## config.mk

```make
export PLATFORM = sky130hd
export DESIGN_NAME = apb_decode_watchdog
export DESIGN_NICKNAME = d
export VERILOG_FILES = /design/src/rtl/apb_decode_pkg.sv /design/src/rtl/apb_watchdog_counter.sv /design/src/rtl/apb_decode_watchdog.sv
export SDC_FILE = /design/constraint.sdc
export NUM_CORES = 1
export LEC_CHECK = 0
export CAP_MARGIN = 20
export CORE_UTILIZATION = 45
export DETAILED_ROUTE_END_ITERATION = 10
export PLACE_DENSITY = 0.86
export SETUP_SLACK_MARGIN = 0.02
export SLEW_MARGIN = 20
export SYNTH_ARGS = -nofsm -noshare
export SYNTH_HDL_FRONTEND = slang
export SYNTH_SLANG_ARGS = --single-unit
```

## constraint.sdc

```tcl
create_clock -name clk -period 3.3 [get_ports clk]
set_input_delay 0.495 -clock clk [delete_from_list [all_inputs] [get_ports clk]]
set_output_delay 0.495 -clock clk [all_outputs]
set_load 0.05 [all_outputs]
```

## src/rtl/apb_decode_pkg.sv

```systemverilog
// Shared types and helpers for the APB decoder/watchdog slice.
package apb_decode_pkg;

    typedef enum logic [1:0] {
        ST_IDLE   = 2'd0,
        ST_SETUP  = 2'd1,
        ST_ACCESS = 2'd2,
        ST_RESP   = 2'd3
    } apb_state_e;

    localparam int unsigned WDOG_WIDTH = 16;
    localparam int unsigned ERR_WIDTH  = 8;

    // Index width never collapses to zero so a single-port build still has a legal slice.
    function automatic int unsigned port_idx_width(input int unsigned num_ports);
        return (num_ports <= 1) ? 1 : $clog2(num_ports);
    endfunction

endpackage

```

## src/rtl/apb_watchdog_counter.sv

```systemverilog
// Loadable up-counter that flags expiry once the count reaches LIMIT.
module apb_watchdog_counter
    import apb_decode_pkg::*;
#(
    parameter int unsigned WIDTH = WDOG_WIDTH,
    parameter int unsigned LIMIT = 255
) (
    input  logic clk,
    input  logic rst,
    input  logic i_start,
    input  logic i_clear,
    input  logic i_inc,
    output logic o_expire_c
);

    logic [WIDTH-1:0] r_count;

    // start loads 1 so the count equals the number of ACCESS cycles elapsed
    always_ff @(posedge clk) begin
        if (rst || i_clear) begin
            r_count <= '0;
        end else if (i_start) begin
            r_count <= WIDTH'(1);
        end else if (i_inc && (r_count != '1)) begin
            r_count <= r_count + WIDTH'(1);
        end
    end

    assign o_expire_c = (r_count >= WIDTH'(LIMIT));

endmodule

```

## src/rtl/apb_decode_watchdog.sv

```systemverilog
// APB 1:N address decoder with registered downstream request and hung-access watchdog.
module apb_decode_watchdog
    import apb_decode_pkg::*;
#(
    parameter int unsigned NUM_PORTS  = 4,
    parameter int unsigned ADDR_WIDTH = 16,
    parameter int unsigned DATA_WIDTH = 16,
    parameter int unsigned BLOCK_BITS = 12,
    parameter int unsigned TIMEOUT    = 255
) (
    input  logic                            clk,
    input  logic                            rst,
    input  logic                            s_psel,
    input  logic                            s_penable,
    input  logic                            s_pwrite,
    input  logic [ADDR_WIDTH-1:0]           s_paddr,
    input  logic [DATA_WIDTH-1:0]           s_pwdata,
    input  logic [DATA_WIDTH/8-1:0]         s_pstrb,
    output logic                            s_pready,
    output logic [DATA_WIDTH-1:0]           s_prdata,
    output logic                            s_pslverr,
    output logic [NUM_PORTS-1:0]            m_psel,
    output logic                            m_penable,
    output logic                            m_pwrite,
    output logic [BLOCK_BITS-1:0]           m_paddr,
    output logic [DATA_WIDTH-1:0]           m_pwdata,
    output logic [DATA_WIDTH/8-1:0]         m_pstrb,
    input  logic [NUM_PORTS-1:0]            m_pready,
    input  logic [NUM_PORTS*DATA_WIDTH-1:0] m_prdata,
    input  logic [NUM_PORTS-1:0]            m_pslverr,
    output logic [ERR_WIDTH-1:0]            err_count,
    output logic                            busy
);

    localparam int unsigned IDX_W  = port_idx_width(NUM_PORTS);
    localparam int unsigned STRB_W = DATA_WIDTH / 8;

    localparam logic [1:0] S_IDLE   = 2'(ST_IDLE);
    localparam logic [1:0] S_SETUP  = 2'(ST_SETUP);
    localparam logic [1:0] S_ACCESS = 2'(ST_ACCESS);
    localparam logic [1:0] S_RESP   = 2'(ST_RESP);

    logic [1:0]           r_state;
    logic [NUM_PORTS-1:0] r_psel;
    logic                 r_penable;
    logic                 r_pwrite;
    logic [BLOCK_BITS-1:0] r_paddr;
    logic [DATA_WIDTH-1:0] r_pwdata;
    logic [STRB_W-1:0]    r_pstrb;
    logic [IDX_W-1:0]     r_idx;
    logic                 r_pready;
    logic [DATA_WIDTH-1:0] r_prdata;
    logic                 r_pslverr;
    logic [ERR_WIDTH-1:0] r_err_count;
    logic                 r_busy;

    logic [1:0]           w_state_nxt;
    logic [NUM_PORTS-1:0] w_psel_nxt;
    logic                 w_penable_nxt;
    logic                 w_pready_nxt;
    logic [DATA_WIDTH-1:0] w_prdata_nxt;
    logic                 w_pslverr_nxt;
    logic                 w_latch;
    logic                 w_err_inc;
    logic                 w_wd_start;
    logic                 w_wd_inc;
    logic                 w_wd_clear;
    logic                 w_wd_expire;
    logic [IDX_W-1:0]     w_idx;
    logic                 w_unmapped;
    logic [NUM_PORTS-1:0] w_onehot;
    logic                 w_sel_ready;
    logic                 w_sel_slverr;
    logic [DATA_WIDTH-1:0] w_sel_rdata;
    logic                 w_unused;

    // s_penable is deliberately ignored; upper address bits only alias windows
    assign w_unused   = ^{s_penable, s_paddr};
    assign w_idx      = s_paddr[BLOCK_BITS +: IDX_W];
    assign w_unmapped = (32'(w_idx) >= NUM_PORTS);
    assign w_onehot   = NUM_PORTS'(1) << w_idx;

    // Mux the latched port's completer response.
    always_comb begin
        w_sel_ready  = 1'b0;
        w_sel_slverr = 1'b0;
        w_sel_rdata  = '0;
        for (int i = 0; i < int'(NUM_PORTS); i++) begin
            if (r_idx == IDX_W'(i)) begin
                w_sel_ready  = m_pready[i];
                w_sel_slverr = m_pslverr[i];
                w_sel_rdata  = m_prdata[i*DATA_WIDTH +: DATA_WIDTH];
            end
        end
    end

    apb_watchdog_counter #(
        .WIDTH (WDOG_WIDTH),
        .LIMIT (TIMEOUT)
    ) u_wdog (
        .clk        (clk),
        .rst        (rst),
        .i_start    (w_wd_start),
        .i_clear    (w_wd_clear),
        .i_inc      (w_wd_inc),
        .o_expire_c (w_wd_expire)
    );

    // Next-state and next-output logic.
    always_comb begin
        w_state_nxt   = r_state;
        w_psel_nxt    = r_psel;
        w_penable_nxt = r_penable;
        w_pready_nxt  = 1'b0;
        w_prdata_nxt  = r_prdata;
        w_pslverr_nxt = r_pslverr;
        w_latch       = 1'b0;
        w_err_inc     = 1'b0;
        w_wd_start    = 1'b0;
        w_wd_inc      = 1'b0;
        w_wd_clear    = 1'b0;
        case (r_state)
            S_IDLE: begin
                w_pslverr_nxt = 1'b0;
                if (s_psel && !r_pready) begin
                    w_latch = 1'b1;
                    if (w_unmapped) begin
                        w_state_nxt   = S_RESP;
                        w_pready_nxt  = 1'b1;
                        w_pslverr_nxt = 1'b1;
                        w_prdata_nxt  = '0;
                        w_err_inc     = 1'b1;
                    end else begin
                        w_state_nxt = S_SETUP;
                        w_psel_nxt  = w_onehot;
                    end
                end
            end
            S_SETUP: begin
                w_state_nxt   = S_ACCESS;
                w_penable_nxt = 1'b1;
                w_wd_start    = 1'b1;
            end
            S_ACCESS: begin
                w_wd_inc = 1'b1;
                // A completer answering on the expiry cycle still wins over the abort
                if (w_sel_ready) begin
                    w_state_nxt   = S_RESP;
                    w_psel_nxt    = '0;
                    w_penable_nxt = 1'b0;
                    w_pready_nxt  = 1'b1;
                    w_prdata_nxt  = w_sel_rdata;
                    w_pslverr_nxt = w_sel_slverr;
                end else if (w_wd_expire) begin
                    w_state_nxt   = S_RESP;
                    w_psel_nxt    = '0;
                    w_penable_nxt = 1'b0;
                    w_pready_nxt  = 1'b1;
                    w_prdata_nxt  = '0;
                    w_pslverr_nxt = 1'b1;
                    w_err_inc     = 1'b1;
                end
            end
            S_RESP: begin
                w_state_nxt   = S_IDLE;
                w_pslverr_nxt = 1'b0;
                w_wd_clear    = 1'b1;
            end
            default: begin
                w_state_nxt = S_IDLE;
                w_psel_nxt  = '0;
            end
        endcase
    end

    always_ff @(posedge clk) begin
        if (rst) begin
            r_state     <= S_IDLE;
            r_psel      <= '0;
            r_penable   <= 1'b0;
            r_pwrite    <= 1'b0;
            r_paddr     <= '0;
            r_pwdata    <= '0;
            r_pstrb     <= '0;
            r_idx       <= '0;
            r_pready    <= 1'b0;
            r_prdata    <= '0;
            r_pslverr   <= 1'b0;
            r_err_count <= '0;
            r_busy      <= 1'b0;
        end else begin
            r_state   <= w_state_nxt;
            r_psel    <= w_psel_nxt;
            r_penable <= w_penable_nxt;
            r_pready  <= w_pready_nxt;
            r_prdata  <= w_prdata_nxt;
            r_pslverr <= w_pslverr_nxt;
            r_busy    <= (w_state_nxt != S_IDLE);
            if (w_latch) begin
                r_pwrite <= s_pwrite;
                r_paddr  <= s_paddr[BLOCK_BITS-1:0];
                r_pwdata <= s_pwdata;
                r_pstrb  <= s_pstrb;
                r_idx    <= w_idx;
            end
            if (w_err_inc && (r_err_count != '1)) begin
                r_err_count <= r_err_count + ERR_WIDTH'(1);
            end
        end
    end

    assign s_pready  = r_pready;
    assign s_prdata  = r_prdata;
    assign s_pslverr = r_pslverr;
    assign m_psel    = r_psel;
    assign m_penable = r_penable;
    assign m_pwrite  = r_pwrite;
    assign m_paddr   = r_paddr;
    assign m_pwdata  = r_pwdata;
    assign m_pstrb   = r_pstrb;
    assign err_count = r_err_count;
    assign busy      = r_busy;

endmodule

```

==> impl_metrics.py, run 1 <==
metrics = {
    "worst_setup_path": {
        "worstSetupPathType": "primary input to flop",
        "crit_fanout": 16,
        "rrSetupSlack_ps": 1090,
        "critPathCapture": "s_prdata[7]$_SDFFE_PP0P_",
        "arrival_ps": 2540,
        "cp-end-kind": "flop",
        "r2r-start": "r_idx[0]$_SDFFE_PP0P_",
        "reg2reg_depth": 6,
        "crit_start": "m_pready[1]",
        "worstPathRequired_ps": 3600,
        "startpoint_type": "primary input",
        "r2r-end": "err_count[7]$_SDFFE_PP0P_",
    },
    "drt": {
        "first_pass_iters": 4,
        "drc": 0,
        "final_antenna_net_count": 0,
        "vias": 3665,
        "routedWlPerCell_um": 16.41,
        "viasPerCell": 5.406,
        "initialDrtViolationCount": 120,
        "drt_wl_total_mm": 11.13,
    },
    "synth": {
        "synth_cell_types": 47,
        "yosysWarnings": 0,
        "synthTopCellsByArea": "dfxtp_1 (43%), mux4_2 (11%), nand2_1 (7.5%), a21oi_1 (5.5%), a22o_1 (3.6%)",
        "syn-num-nets": 523,
        "synth_top_flop_cell": "dfxtp_1",
        "synth-adder-area-share": 0.02281,
        "synth_compound_area_frac": 0.1232,
        "synth_top_family_by_area": "simple AND/OR/NAND/NOR gates",
        "synth.most_common_cell": "dfxtp_1",
        "syn_inst": 405,
        "syn-cell-area_sq_um": 3840,
        "synth-seq-area-share": 0.4327,
        "yosys.area_share.simple": 0.2232,
        "ys_top_cells_by_count": "dfxtp_1 (83), nand2_1 (77), a21oi_1 (42), nor2_1 (28)",
        "synth_edf_count": 0,
        "yosysTopAreaCell": "dfxtp_1",
        "avgSynthCellArea_sq_um": 9.481,
        "yosys-mux-area-fraction": 0.1359,
        "synthXorXnorAreaFrac": 0.02737,
        "async_flop_share": 0,
        "yosysTopAreaCellShare": 0.4327,
        "yosys_register_bits": 83,
    },
    "global_route": {
        "grt_max_degree": 36,
        "grt_overflow_total": 0,
        "grt_util_all_layers": 0.2423,
        "grt_pass1_wl_mm": 16.74,
        "grt_pass1_vias": 3614,
        "antenna_found_initial": 0,
    },
    "floorplanning": {
        "ios": 174,
        "coreArea_sq_um": 8217,
        "die_w_um": 94.38,
        "die_area_sq_um": 8907,
        "die_h_um": 94.38,
        "row_count": 33,
        "initial_core_util": 0.4673,
    },
    "clock_tree": {
        "clock-sinks": 83,
        "hold_buffers": 0,
        "post_cts_buffers": 0,
        "root_buffer": "clkbuf_8",
        "clock_path_buffers": 2,
        "cts_resized": 0,
        "h-tree-depth": 3,
        "path_clk_slew_ps": 80,
        "cts_tree": "done",
        "cts_buffers": 9,
        "clock_latency_ps": 360,
    },
    "placed_design": {
        "port_buffers": 170,
        "place_area_sq_um": 5604,
        "hpwl_mm": 8.405,
        "gp_congestion": 0.8551,
    },
    "sta": {
        "fin_crit_sh": 0.6776,
        "finalCriticalPeriod_ps": 2236,
        "slew_viol_final": 0,
        "final.setup_skew_ps": 15.38,
        "setup_violations": 0,
        "fmax_mhz": 447.2,
        "worstMarginPinSlew_ps": 615.0,
        "rsz0062_at_grt": "false",
        "slew_headroom": 0.5900,
        "hold_violations": 0,
        "tns_ps": 0,
    },
    "status": {
        "status": "finished clean",
    },
    "power": {
        "vdd_ir_drop_max_uv": 428.1,
        "power_density_nw_per_um2": 607.0,
        "leakagePower_nw": 2.114,
        "total_power_mw": 3.524,
    },
    "finish": {
        "area_growth_pct": 51.19,
        "antennaDiodeCount": 0,
        "nFillCells": 606,
        "fin_area_sq_um": 5806,
        "layout.nets": 686,
        "drive_above_1_share": 0.09075,
    },
    "job": {
        "drv_cap": 0,
    },
    "hold_path": {
        "hold_path_class": "flop to flop",
    },
}
==> state kept, by name, summed over array words and instances, names as in the netlist <==
register        cells
busy                1
err_count           8
m_paddr            12
m_penable           1
m_psel              4
m_pstrb             2
m_pwdata           16
m_pwrite            1
r_idx               2
r_state             2
s_prdata           16
s_pready            1
s_pslverr           1
u_wdog.r_count     16
==> where the power goes <==
part	switching [mW]	internal, mW
clock	0.373	0.373
sequential	0.0959	1.16
combinational	0.925	0.602
total	1.39	2.13
==> final cells by class <==
type / count / area [sq um] / share of cell area
tap: 105 / 131.4 / 0.02263
inverter: 6 / 22.52 / 0.003879
clock buffer: 11 / 141.4 / 0.02435
clock inverter: 5 / 60.06 / 0.01034
timing repair buffer: 176 / 1742 / 0.3000
multi-input combinational: 292 / 2047 / 0.3526
sequential: 83 / 1662 / 0.2862
==> critical path, cell delays in order <==
cell	delay (ps)
clkdlybuf4s50_1	470
mux4_2	550
a2111oi_4	480
nor2b_2	130
nor2_8	230
a22o_1	180
==> cells in the final DEF (no fill, tap or decap), drive strengths merged, types with 6 or more instances in the layout <==
cell type	instances
nand2	77
clkbuf	11
dfxtp	83
mux2i	9
clkdlybuf4s50	169
nand3	17
nand2b	9
ha	7
mux4	18
or4	7
a21oi	42
inv	7
nor2	29
nand4	6
a22o	16
buf	7
xor2	11
==> layer usage <==
metal,GRT usage,part of all wire,vias to the layer above
li1,-,-,1759
met1,0.2599,0.37,1743
met2,0.4547,0.52,138
met3,0.04750,0.078,25
met4,0.1090,0.025,0
met5,0,0,-
==> worst min path at each step <==
stage                                               from  slack (ps)                        endpoint  depth (start not counted)
after floorplan           u_wdog.r_count[1]$_SDFFE_PP0P_         450  u_wdog.r_count[1]$_SDFFE_PP0P_                          2
after global placement         m_pwdata[12]$_SDFFE_PP0P_         440       m_pwdata[12]$_SDFFE_PP0P_                          2
after detailed placement        m_pwdata[1]$_SDFFE_PP0P_         450        m_pwdata[1]$_SDFFE_PP0P_                          2
after CTS                       m_paddr[10]$_SDFFE_PP0P_         460        m_paddr[10]$_SDFFE_PP0P_                          2
after global routing             m_paddr[7]$_SDFFE_PP0P_         480         m_paddr[7]$_SDFFE_PP0P_                          2
final                           m_paddr[10]$_SDFFE_PP0P_         460        m_paddr[10]$_SDFFE_PP0P_                          2
==> cell families (layout without fill, tap and decap cells) <==
group | count (synthesis) | count (layout)
DFF | 83 | 83
buffers and inverters | 30 | 198
muxes | 29 | 29
adders and majority gates | 7 | 7
and+or+nand+nor | 173 | 173
xor gates and xnor gates | 12 | 12
AOI/OAI and AO/OA | 71 | 71
==> stage by stage <==
stage	hold WS [ps]	util	instances	worst slack, ps
after detailed placement	448.3	0.6820	662	687.3
after global placement	441.5	0.6820	662	724.9
after global routing	481.1	0.7066	678	937.3
after CTS	462.2	0.7066	678	1070
after floorplan	453.3	-	405	1349
final	458.9	0.7066	678	1064
Power figures use the tool's default switching activity.
==> inputs of run 2 (changes only) <==
CORE_UTILIZATION = 42   (was 45)
PLACE_DENSITY = 0.81   (was 0.86)
clock period = 2.23 ns   (was 3.3 ns; I/O delays follow)
==> run 2 against run 1 <==
  * The run now ends with design-rule violations left
  * Die area increased by 7.0%
  * Clock skew shrank 1.7 ps
  * Via count fell by 0.76%
  * Hold slack got worse by 180 ps
  * Highest routed layer unchanged
  * Cell count up 1.5%
  * Clock power rose by 60%
  * Largest cell class unchanged
  * Count of clock-buffer cells in the layout down 1
  * Critical path depth is 1 lower
  * Register-to-register slack lost 910 ps
  * Core utilization is 3.8 points lower
  * Combinational power grew 48%
  * First-iteration DRC count up 56%
==> impl_metrics.py, run 2 (synthesis gave the netlist of run 1 again) <==
metrics = {
    "floorplanning": {
        "die_area_sq_um": 9529,
        "coreArea_sq_um": 8806,
        "die_w_um": 97.62,
        "die_h_um": 97.62,
        "ios": 174,
        "initial_core_util": 0.4361,
        "row_count": 34,
    },
    "sta": {
        "final.setup_skew_ps": 13.63,
        "rsz0062_at_grt": "false",
        "setup_violations": 0,
        "finalCriticalPeriod_ps": 2051,
        "slew_viol_final": 0,
        "fmax_mhz": 487.5,
        "fin_crit_sh": 0.9198,
        "slew_headroom": 0.5963,
        "worstMarginPinSlew_ps": 603.6,
        "hold_violations": 0,
    },
    "finish": {
        "antennaDiodeCount": 0,
        "layout.cells.non_filler": 688,
        "drive_above_1_share": 0.1052,
        "area_growth_pct": 53.37,
        "layout_common_cells": "clkdlybuf4s50_1 (169), dfxtp_1 (83), nand2_1 (77)",
        "final_common_cell": "clkdlybuf4s50_1",
        "nFillCells": 705,
        "layout.nets": 694,
        "fin_area_sq_um": 5889,
    },
    "global_route": {
        "antenna_found_initial": 0,
        "grt_pass1_wl_mm": 17.30,
        "grt_max_degree": 34,
        "grt_pass1_vias": 3537,
        "grt_overflow_total": 0,
        "grt_util_all_layers": 0.2289,
    },
    "placed_design": {
        "place_area_sq_um": 5668,
        "hpwl_mm": 8.374,
        "place_inst": 673,
        "port_buffers": 170,
        "gp_congestion": 0.8312,
    },
    "clock_tree": {
        "clock_path_buffers": 2,
        "cts_tree": "done",
        "root_buffer": "clkbuf_8",
        "cts_buffers": 9,
        "hold_buffers": 0,
        "path_clk_slew_ps": 90,
        "clock_latency_ps": 350,
        "h-tree-depth": 3,
        "clock-sinks": 83,
        "post_cts_buffers": 0,
        "cts_resized": 0,
    },
    "power": {
        "total_power_mw": 5.306,
        "power_density_nw_per_um2": 901.0,
        "leakagePower_nw": 2.160,
        "vdd_ir_drop_max_uv": 577.8,
    },
    "drt": {
        "drc": 36,
        "viasPerCell": 5.286,
        "drt_wl_total_mm": 10.78,
        "vias": 3637,
        "routedWlPerCell_um": 15.67,
        "initialDrtViolationCount": 187,
        "first_pass_iters": 8,
        "final_antenna_net_count": 0,
    },
    "worst_setup_path": {
        "crit_start": "r_idx[0]$_SDFFE_PP0P_",
        "startpoint_type": "flop",
        "rrSetupSlack_ps": 180,
        "r2r-start": "r_idx[0]$_SDFFE_PP0P_",
        "crit_fanout": 16,
        "worstPathRequired_ps": 2530,
        "arrival_ps": 2350,
        "worstSetupPathType": "flop to flop",
        "critPathCapture": "s_prdata[12]$_SDFFE_PP0P_",
        "cp-end-kind": "flop",
        "r2r-end": "s_prdata[12]$_SDFFE_PP0P_",
        "reg2reg_depth": 5,
    },
    "status": {
        "violations": "design-rule violations",
        "status": "complete, but fails checks",
    },
    "job": {
        "drv_cap": 0,
    },
    "hold_path": {
        "hold_path_class": "primary input to flop",
        "hp-start": "rst",
    },
}
run 2: cell types whose count changed in the layout (fill, tap and decap cells not counted):
cell | before | now
clkinv_2 | 1 | 2
bufinv_16 | 1 | 2
clkbuf_1 | 1 | 0
inv_6 | 1 | 0
nor4_2 | 0 | 1
buf_4 | 6 | 14
clkinv_4 | 1 | 0
nor4_1 | 2 | 1
run 2: worst min path at each step:
stage	to	cells past startpoint
2_1_floorplan	u_wdog.r_count[1]$_SDFFE_PP0P_	2
3_3_place_gp	m_pwdata[1]$_SDFFE_PP0P_	2
3_5_place_dp	m_paddr[8]$_SDFFE_PP0P_	2
4_1_cts	s_pready$_SDFF_PP0_	2
5_1_grt	s_pready$_SDFF_PP0_	2
6_report	m_penable$_SDFFE_PP0P_	2
run 2: report_power, final:
part | internal [mW] | switching, mW | total [mW]
Clock | 0.652 | 0.541 | 1.19
Sequential | 1.71 | 0.134 | 1.84
Combinational | 0.911 | 1.36 | 2.27
Total | 3.27 | 2.03 | 5.31
run 2: cell type report:
cell class	count	area, sq um	area share
clock buffers	10	137.6	0.02337
clock inverters	5	77.57	0.01317
inverters	6	22.52	0.003824
multi-input cells	292	2053	0.3486
flip-flops and latches	83	1662	0.2821
well taps	108	135.1	0.02294
repair buffers	184	1802	0.3059
run 2: through the flow:
step	hold slack [ps]	utilization	TNS, ps	setup WS, ps
global route	288.5	0.6688	0	60.24
global placement	441.7	0.6436	-372.2	-25.53
floorplan	453.3	-	0	318.0
CTS	281.5	0.6681	0	170.9
detailed placement	445.8	0.6436	-1038	-81.86
finish	281.6	0.6688	0	178.8
run 2: worst max-delay path, cell delays in order, from the launching register on:
cell	delay, ps
dfxtp_1	450
mux4_2	600
a2111oi_4	420
nor2b_2	120
nor2_8	220
a22o_1	190
run 2: layer usage:
layer  track usage  wire [um]  vias up
met1        0.2546       4229     1700
met3       0.07770        996       23
li1              -          -     1779
met4        0.1002        327        0
met2        0.3955       5228      135
met5             0          0        -
